`config.mk`:
```
export PLATFORM = sky130hd
export DESIGN_NAME = mmio_ctrl
export DESIGN_NICKNAME = d
export VERILOG_FILES = /design/src/rtl/mmio_ctrl.sv
export SDC_FILE = /design/constraint.sdc
export NUM_CORES = 1
export LEC_CHECK = 0
export CAP_MARGIN = 20
export CORE_ASPECT_RATIO = 2
export CORE_MARGIN = 8
export CORE_UTILIZATION = 45
export CTS_BUF_LIST = sky130_fd_sc_hd__clkbuf_8
export DETAILED_ROUTE_END_ITERATION = 8
export HOLD_SLACK_MARGIN = 0.02
export PLACE_DENSITY = 0.8
export SYNTH_ARGS = -nofsm -noshare
export SYNTH_HDL_FRONTEND = slang
export SYNTH_SLANG_ARGS = --single-unit
```
`constraint.sdc`:
```
create_clock -name clk -period 2.9 [get_ports clk]
set_clock_uncertainty 0.1 [all_clocks]
set_input_delay 0.435 -clock clk [delete_from_list [all_inputs] [get_ports clk]]
set_output_delay 0.435 -clock clk [all_outputs]
set_load 0.01 [all_outputs]
```
`src/rtl/mmio_ctrl.sv`:
```
// mmio_ctrl: memory-mapped I/O block for the pipelined core.
// Holds the UART RX FIFO, the UART TX holding register and N_CNT event counters.
// Loads return data one cycle after re, matching the synchronous dmem/biosmem latency.
// Optional feature: define MMIO_CNT_FREEZE_EN to map a counter-freeze register at 0x1C.
module mmio_ctrl #(
  parameter int unsigned N_CNT    = 2,
  parameter int unsigned CNT_W    = 32,
  parameter int unsigned RX_DEPTH = 4
) (
  input  logic             clk,
  input  logic             rst,
  input  logic [31:0]      addr,
  input  logic [31:0]      wdata,
  input  logic             re,
  input  logic             we,
  output logic [31:0]      rdata,
  input  logic             uart_rx_valid,
  input  logic [7:0]       uart_rx_data,
  output logic             uart_rx_ready,
  output logic             uart_tx_valid,
  output logic [7:0]       uart_tx_data,
  input  logic             uart_tx_ready,
  input  logic [N_CNT-1:0] cnt_event
);

  localparam int unsigned PTR_W = $clog2(RX_DEPTH);
  localparam logic [PTR_W:0] RxFull = (PTR_W + 1)'(RX_DEPTH);

  // Address decode
  logic       io_hit;
  logic       io_rd;
  logic       io_wr;
  logic [7:0] off;

  assign io_hit = (addr[31:30] == 2'b10);
  assign io_rd  = re && io_hit;
  assign io_wr  = we && io_hit;
  assign off    = addr[7:0];

  // Address/data bits that play no part in the decode
  logic unused_bits;
  assign unused_bits = ^{addr[29:8], wdata[31:8]};

  // RX FIFO state
  logic [7:0]     rx_mem [RX_DEPTH];
  logic [PTR_W-1:0] rx_wr_ptr_q;
  logic [PTR_W-1:0] rx_rd_ptr_q;
  logic [PTR_W:0]   rx_fill_q;
  logic             rx_full;
  logic             rx_empty;
  logic             rx_push;
  logic             rx_pop;
  logic [7:0]       rx_head;

  assign rx_full  = (rx_fill_q == RxFull);
  assign rx_empty = (rx_fill_q == '0);
  // Push is gated on the registered full flag, so a pop from a full FIFO
  // only frees space for the following cycle.
  assign rx_push  = uart_rx_valid && !rx_full;
  // The pop sees pre-push occupancy: no fall-through from an empty FIFO.
  assign rx_pop   = io_rd && (off == 8'h04) && !rx_empty;
  assign rx_head  = rx_empty ? 8'h00 : rx_mem[rx_rd_ptr_q];

  assign uart_rx_ready = !rx_full;

  // TX holding register state
  logic       tx_valid_q;
  logic [7:0] tx_data_q;
  logic       tx_load;

  assign tx_load       = io_wr && (off == 8'h08) && !tx_valid_q;
  assign uart_tx_valid = tx_valid_q;
  assign uart_tx_data  = tx_data_q;

  // Counter state
  logic [CNT_W-1:0] cnt_q [N_CNT];
  logic             cnt_clr;
  logic             freeze;

  assign cnt_clr = io_wr && (off == 8'h18);

`ifdef MMIO_CNT_FREEZE_EN
  logic freeze_q;

  // Freeze control register at 0x1C, bit0 only
  always_ff @(posedge clk) begin
    if (rst) begin
      freeze_q <= 1'b0;
    end else if (io_wr && (off == 8'h1C)) begin
      freeze_q <= wdata[0];
    end
  end

  assign freeze = freeze_q;
`else
  assign freeze = 1'b0;
`endif

  // RX FIFO storage; contents past the pointers are don't-care, so no reset
  always_ff @(posedge clk) begin
    if (rx_push) begin
      rx_mem[rx_wr_ptr_q] <= uart_rx_data;
    end
  end

  // RX FIFO pointers and occupancy; pointers wrap naturally at RX_DEPTH
  always_ff @(posedge clk) begin
    if (rst) begin
      rx_wr_ptr_q <= '0;
      rx_rd_ptr_q <= '0;
      rx_fill_q   <= '0;
    end else begin
      if (rx_push) begin
        rx_wr_ptr_q <= rx_wr_ptr_q + 1'b1;
      end
      if (rx_pop) begin
        rx_rd_ptr_q <= rx_rd_ptr_q + 1'b1;
      end
      case ({rx_push, rx_pop})
        2'b10:   rx_fill_q <= rx_fill_q + 1'b1;
        2'b01:   rx_fill_q <= rx_fill_q - 1'b1;
        default: rx_fill_q <= rx_fill_q;
      endcase
    end
  end

  // TX holding register: load only when empty, release on handshake
  always_ff @(posedge clk) begin
    if (rst) begin
      tx_valid_q <= 1'b0;
      tx_data_q  <= 8'h00;
    end else if (tx_load) begin
      tx_valid_q <= 1'b1;
      tx_data_q  <= wdata[7:0];
    end else if (tx_valid_q && uart_tx_ready) begin
      tx_valid_q <= 1'b0;
    end
  end

  // Event counters; clear takes priority over freeze and events
  always_ff @(posedge clk) begin
    if (rst || cnt_clr) begin
      for (int i = 0; i < int'(N_CNT); i++) begin
        cnt_q[i] <= '0;
      end
    end else if (!freeze) begin
      for (int i = 0; i < int'(N_CNT); i++) begin
        if (cnt_event[i]) begin
          cnt_q[i] <= cnt_q[i] + 1'b1;
        end
      end
    end
  end

  // Read data mux; the freeze register shadows a counter mapped at 0x1C
  logic [31:0] rd_val;

  always_comb begin
    rd_val = 32'h0;
    case (off)
      8'h00: rd_val = {30'b0, !rx_empty, !tx_valid_q};
      8'h04: rd_val = {24'b0, rx_head};
`ifdef MMIO_CNT_FREEZE_EN
      8'h1C: rd_val = {31'b0, freeze_q};
`endif
      default: begin
        for (int i = 0; i < int'(N_CNT); i++) begin
          if (off == 8'(16 + 4 * i)) begin
            rd_val = 32'(cnt_q[i]);
          end
        end
      end
    endcase
  end

  // Registered load data; holds when no IO read is issued
  logic [31:0] rdata_q;

  always_ff @(posedge clk) begin
    if (rst) begin
      rdata_q <= 32'h0;
    end else if (io_rd) begin
      rdata_q <= rd_val;
    end
  end

  assign rdata = rdata_q;

endmodule

```
**Word-level counts from Yosys, hierarchy flattened**

Memories as Yosys holds them, arrays and structs flattened. A register that Yosys moved wholly into a read port is not among the register bits.
Cells that the tools add are included.

- $add $sub $neg: 6
- Multiply operators: 0
- Div/mod/pow operators: 0
- Order comparisons: 0
- Equality and inequality tests: 9
- Shift-type cells: 0
- Mux-type cells: 21
- Bitwise operators: 2
- Reduce and logical (&&, ||, !) cells: 17

Operator list:

| operator | count |
|---|---|
| $mux W32 | 4 |
| $add A32 B1 Y32 const B | 2 |
| $pmux W32 S2 | 1 |
| $eq A8 B5 Y1 const B | 3 |
| $mux W1 | 12 |
| $logic_and A1 B1 Y1 | 9 |
| $eq A8 B3 Y1 const B | 1 |
| $eq A8 B4 Y1 const B | 1 |
| $logic_not A8 Y1 | 1 |
| $mux W8 | 1 |
| $pmux W3 S2 | 1 |
| $add A2 B1 Y2 const B | 2 |
| $eq A2 B2 Y1 const B | 2 |
| $mux W2 | 2 |
| $reduce_bool A2 Y1 | 2 |
| $add A3 B1 Y3 const B | 1 |
| $eq A3 B3 Y1 const B | 1 |
| $logic_not A1 Y1 | 3 |
| $logic_not A3 Y1 | 1 |
| $sub A3 B1 Y3 const B | 1 |
| $eq A2 B1 Y1 const B | 1 |
| $or A1 B1 Y1 | 2 |
| $logic_or A1 B1 Y1 | 1 |

- Register bits after elaboration: 48
- Latch bits: 0
- Memory bits (writable): 96
- Bits in read-only memories: 0
- Output and inout port bits: 42
- Memories: 2

Memory list:

| memory | depth | bits a word | rd ports | clocked after memory_dff | wr ports | RTL line | source |
|---|---|---|---|---|---|---|---|
| cnt_q | 2 | 32 | 2 | 0 | 2 | 76 | `logic [CNT_W-1:0] cnt_q [N_CNT];` |
| rx_mem | 4 | 8 | 1 | 1 | 1 | 45 | `logic [7:0] rx_mem [RX_DEPTH];` |

**Depth between registers and ports, before layout**

- Depth in word-level cells: 7
- Depth in mapped cells: 10
- Mapped depth without buffers: 9

**Least setup slack after synthesis**

OpenSTA, ideal clock, no wires.

- Path type: input-to-reg
- From: input port addr[1]
- To: register rx_fill_q[2]
- Arrival: 2,696 ps
- Slack: 34 ps
- Cell stages on the path: 10
- Path buffers: 1
- Path through: or4_4 > or3_1 > buf_2 > nor2_1 > ha_1 > inv_1 > fa_1 > xor2_1 > or3_1 > a21oi_1

- Cells in the longest elaborated chain, start to end: 5

Ends and longest elaborated chain:

| what | RTL line | source |
|---|---|---|
| start: declaration | 12 | `input logic [31:0] addr,` |
| $eq A8 B3 Y1 (*) | 61 | `assign rx_pop = io_rd && (off == 8'h04) && !rx_empty;` |
| $logic_and A1 B1 Y1 (*) (2 in series) | 61 |  |
| net rx_pop | 52 | `logic rx_pop;` |
| $eq A2 B1 Y1 / $eq A2 B2 Y1 (equally long branches) | 119 | `case ({rx_push, rx_pop})` |
| $pmux W3 S2 / $reduce_bool A2 Y1 (equally long branches) | - |  |
| end signal: assignment | 120 | `2'b10: rx_fill_q <= rx_fill_q + 1'b1;` |
| end signal: assignment | 121 | `2'b01: rx_fill_q <= rx_fill_q - 1'b1;` |
| end signal: assignment | 122 | `default: rx_fill_q <= rx_fill_q;` |
| end: declaration | 48 | `logic [PTR_W:0] rx_fill_q;` |

The timed path passes the listed nets; every way through them passes the cells marked *.
A chain may end at the register's enable or synchronous reset.

**Worst setup path after layout**

Ends and elaborated chain as after synthesis.

==> results.json <==
{
  "vias": 5639,
  "overflow": 0,
  "start_util_pct": 45.48,
  "row_count": 65,
  "die-area_um2": 20400,
  "yosys_warnings": 0,
  "max_slew_margin_pct": 49.59,
  "cts_hold_buf": 0,
  "dpl-instance-area_um2": 8207,
  "netlist_area_um2": 7139,
  "end_kind": "flip-flop",
  "ant_nets": 0,
  "antenna_found_initial": 0,
  "finalMaxSlewViolations": 0,
  "r2r_slack_ns": 0.44,
  "synth-adder-area-share_pct": 1.507,
  "syn_avg_cell_area_um2": 10.88,
  "leakagePower_nw": 2.874,
  "core_area_um2": 15700,
  "tightest_slew_ns": 0.7561,
  "reg2reg_depth": 9,
  "clk_path_buf_depth": 2,
  "wl_per_cell_um": 18.87,
  "die_w_um": 105.1,
  "crit_fanout": 2,
  "dp_hpwl_um": 12940,
  "cts_resized": 0,
  "crit_arrival_ns": 3.09,
  "cts.sinks": 146,
  "syn_inst": 656,
  "synthDistinctLibCells": 41,
  "grt_pass1_vias": 5625,
  "synth_compound_area_share_pct": 11.67,
  "totalWireLength_um": 17910,
  "p_per_area_nw_per_um2": 511.6,
  "critical_path_class": "in2reg",
  "grt_pass1_wl_um": 28610,
  "synth_seq_cells": 146,
  "track_usage_pct": 17.59,
  "multi_input_area_um2": 3050,
  "max_clock_freq_mhz": 355.5,
  "fin_nets": 823,
  "grt_max_degree": 61,
  "cts_tree": "done",
  "cts-root-buf": "clkbuf_8",
  "drcViolationCount": 0,
  "viasPerCell": 5.942,
  "async_flop_share_pct": 0,
  "hold_path_depth": 2,
  "fin_tns_setup_ns": 0,
  "first_pass_iters": 5,
  "yosysSeqAreaShare_pct": 54.40,
  "clk_latency_ns": 0.45,
  "hp-start": "uart_tx_data[5]",
  "placement.io_buffers": 75,
  "regToRegEndpoint": "rx_fill_q[2]",
  "whs_endpoint": "uart_tx_data[5]",
  "rsz0062_at_grt": "false",
  "slowest_delay_ns": 0.57,
  "fill_cells": 1383,
  "synth_edf_count": 96,
  "synth_fp_nets": 744,
  "hold_viol_final": 0,
  "cp.buffers_inverters": 2,
  "place_congestion": 0.8307,
  "synth_top_family_by_area": "simple AND/OR/NAND/NOR gates",
  "ios": 122,
  "path_clk_slew_ns": 0.08,
  "finalSetupViolations": 0,
  "min_period_ns": 2.813,
  "yosys-mux-area-fraction_pct": 7.361,
  "cp.required_ns": 3.18,
  "cp-start-kind": "primary input",
  "diodes": 0,
  "cts_setup_buffers": 0,
  "total_power_w": 0.004410,
  "crit_chain": "clkdlybuf4s50_1 -> or4_4 -> or3_4 -> nor2_2 -> ha_2 -> inv_1 -> fa_2 -> xor2_1 -> or3_1 -> a21oi_1",
  "cp_slowest_cell": "or4_4",
  "max-cap-violations": 0,
  "syn2layout_area_growth_pct": 20.75,
  "min_period_over_period_pct": 97.00,
  "stdcell_area_um2": 8621,
  "dieHeight_um": 194.1,
  "synth-simple-area-share_pct": 18.42,
  "status": "finished clean",
  "synth-xor-area-share_pct": 3.435,
  "worst_r2r_startpoint": "rx_fill_q[0]",
  "layout-drive-gt1-share_pct": 13.64,
  "ir_drop_uv": 339.9,
  "hold_class": "reg2reg",
  "cp_top_family": "simple AND/OR/NAND/NOR gates",
  "cts_buffers": 17,
  "synthFlopType": "edfxtp_1",
  "regArea_um2": 3884,
  "fin_hold_ws_ns": 0.3776,
  "cts_max_level": 4,
  "drt_iter0_markers": 329
}
synth_stat cells (all sizes together), types with 10 or more instances:
cell | n | area (um^2)
inv | 22 | 82.58
xnor2 | 10 | 87.58
dfxtp | 50 | 1001
xor2 | 18 | 157.7
or4 | 27 | 206.5
and3 | 18 | 112.6
edfxtp | 96 | 2883
a21oi | 50 | 250.2
o31ai | 26 | 195.2
mux2 | 28 | 315.3
nand3 | 36 | 180.2
nand2 | 23 | 86.33
clkbuf | 33 | 123.9
o21ai | 28 | 140.1
or3 | 14 | 87.58
a22oi | 31 | 232.7
nor2 | 63 | 236.5
nand4 | 25 | 156.4
how the worst max path moves through the flow:
stage                  from      endpoint  slack (ns)  cells after the start
finish              addr[1]  rx_fill_q[2]        0.09                     10
global route        addr[1]  rx_fill_q[2]       0.006                     10
CTS                 addr[1]  rx_fill_q[2]        0.04                     10
detailed placement  addr[1]  rx_fill_q[2]       -0.44                     10
global placement    addr[1]  rx_fill_q[2]       -0.36                     10
floorplan           addr[1]  rx_fill_q[2]        0.03                     10
sequential cells by signal (all words and copies together) (netlist names), named ones only:
signal	flops
cnt_q	64
rdata	32
rx_fill_q	3
rx_mem	32
rx_rd_ptr_q	2
rx_wr_ptr_q	2
uart_tx_data	8
uart_tx_valid	1
cells in the final DEF (no fill, tap or decap), types with 2 or more instances in the layout:
cell type and instances:
nand4_1 25, nand3_1 36, clkdlybuf4s50_1 73, nor2_1 62, inv_1 23, nor2b_1 3, clkbuf_8 18, nor4_1 5
and4_1 8, edfxtp_1 96, clkinv_4 2, xor2_1 18, buf_2 2, mux2_2 28, and4b_1 2, mux4_2 8
nand2_1 22, dfxtp_1 50, a21oi_1 50, mux2i_1 3, bufinv_16 2, or3_1 13, ha_1 6, buf_4 20
inv_6 4, xnor2_1 10, clkinvlp_4 5, or3b_2 2, buf_12 3, o21ai_0 28, a22oi_1 31, o31ai_1 26
nor3_1 2, or4_1 26, and3_1 18, and2_1 3
power by group:
group / switching, W / total [W] / internal [W]
registers: 0.000118 / 0.00244 / 0.00232
logic: 0.000185 / 0.000353 / 0.000168
clock network: 0.000820 / 0.00162 / 0.000796
worst min-delay path: stages, from the launching register on:
cell,delay (ns)
dfxtp_1,0.31
o21ai_0,0.07
a21oi_1,0.06
metal layers:
layer | vias up | global-route usage [%] | wire, um
li1 | 2673 | - | -
met2 | 197 | 31.95 | 9746
met1 | 2717 | 17.52 | 6434
met5 | - | 0 | 0
met4 | 0 | 11.61 | 896
met3 | 52 | 3.462 | 831
logic make-up after synthesis:
| kind of cell | after synthesis |
|---|---|
| AO/OA/AOI/OAI | 137 |
| XOR/XNOR | 28 |
| adder cells (fa/ha/maj) | 8 |
| buffers and inverters | 60 |
| flip-flops | 146 |
| multiplexers | 39 |
| AND/OR/NAND/NOR | 238 |
layout make-up:
type / count / area share (%)
tap: 201 / 2.917
inverter: 22 / 0.9579
multi-input combinational: 450 / 35.38
clock buffer: 18 / 2.874
clock inverter: 14 / 1.785
timing repair buffer: 98 / 11.03
sequential: 146 / 45.05
per-stage QoR:
stage                     setup slack [ns]  cells  utilization (%)
after CTS                          0.04144    949            54.84
after global placement             -0.3567    917            52.28
final                              0.08712    949            54.92
after floorplan                    0.03377    656                -
after detailed placement           -0.4368    917            52.28
after global routing              0.005920    949            54.92
Power figures use the tool's default switching activity.
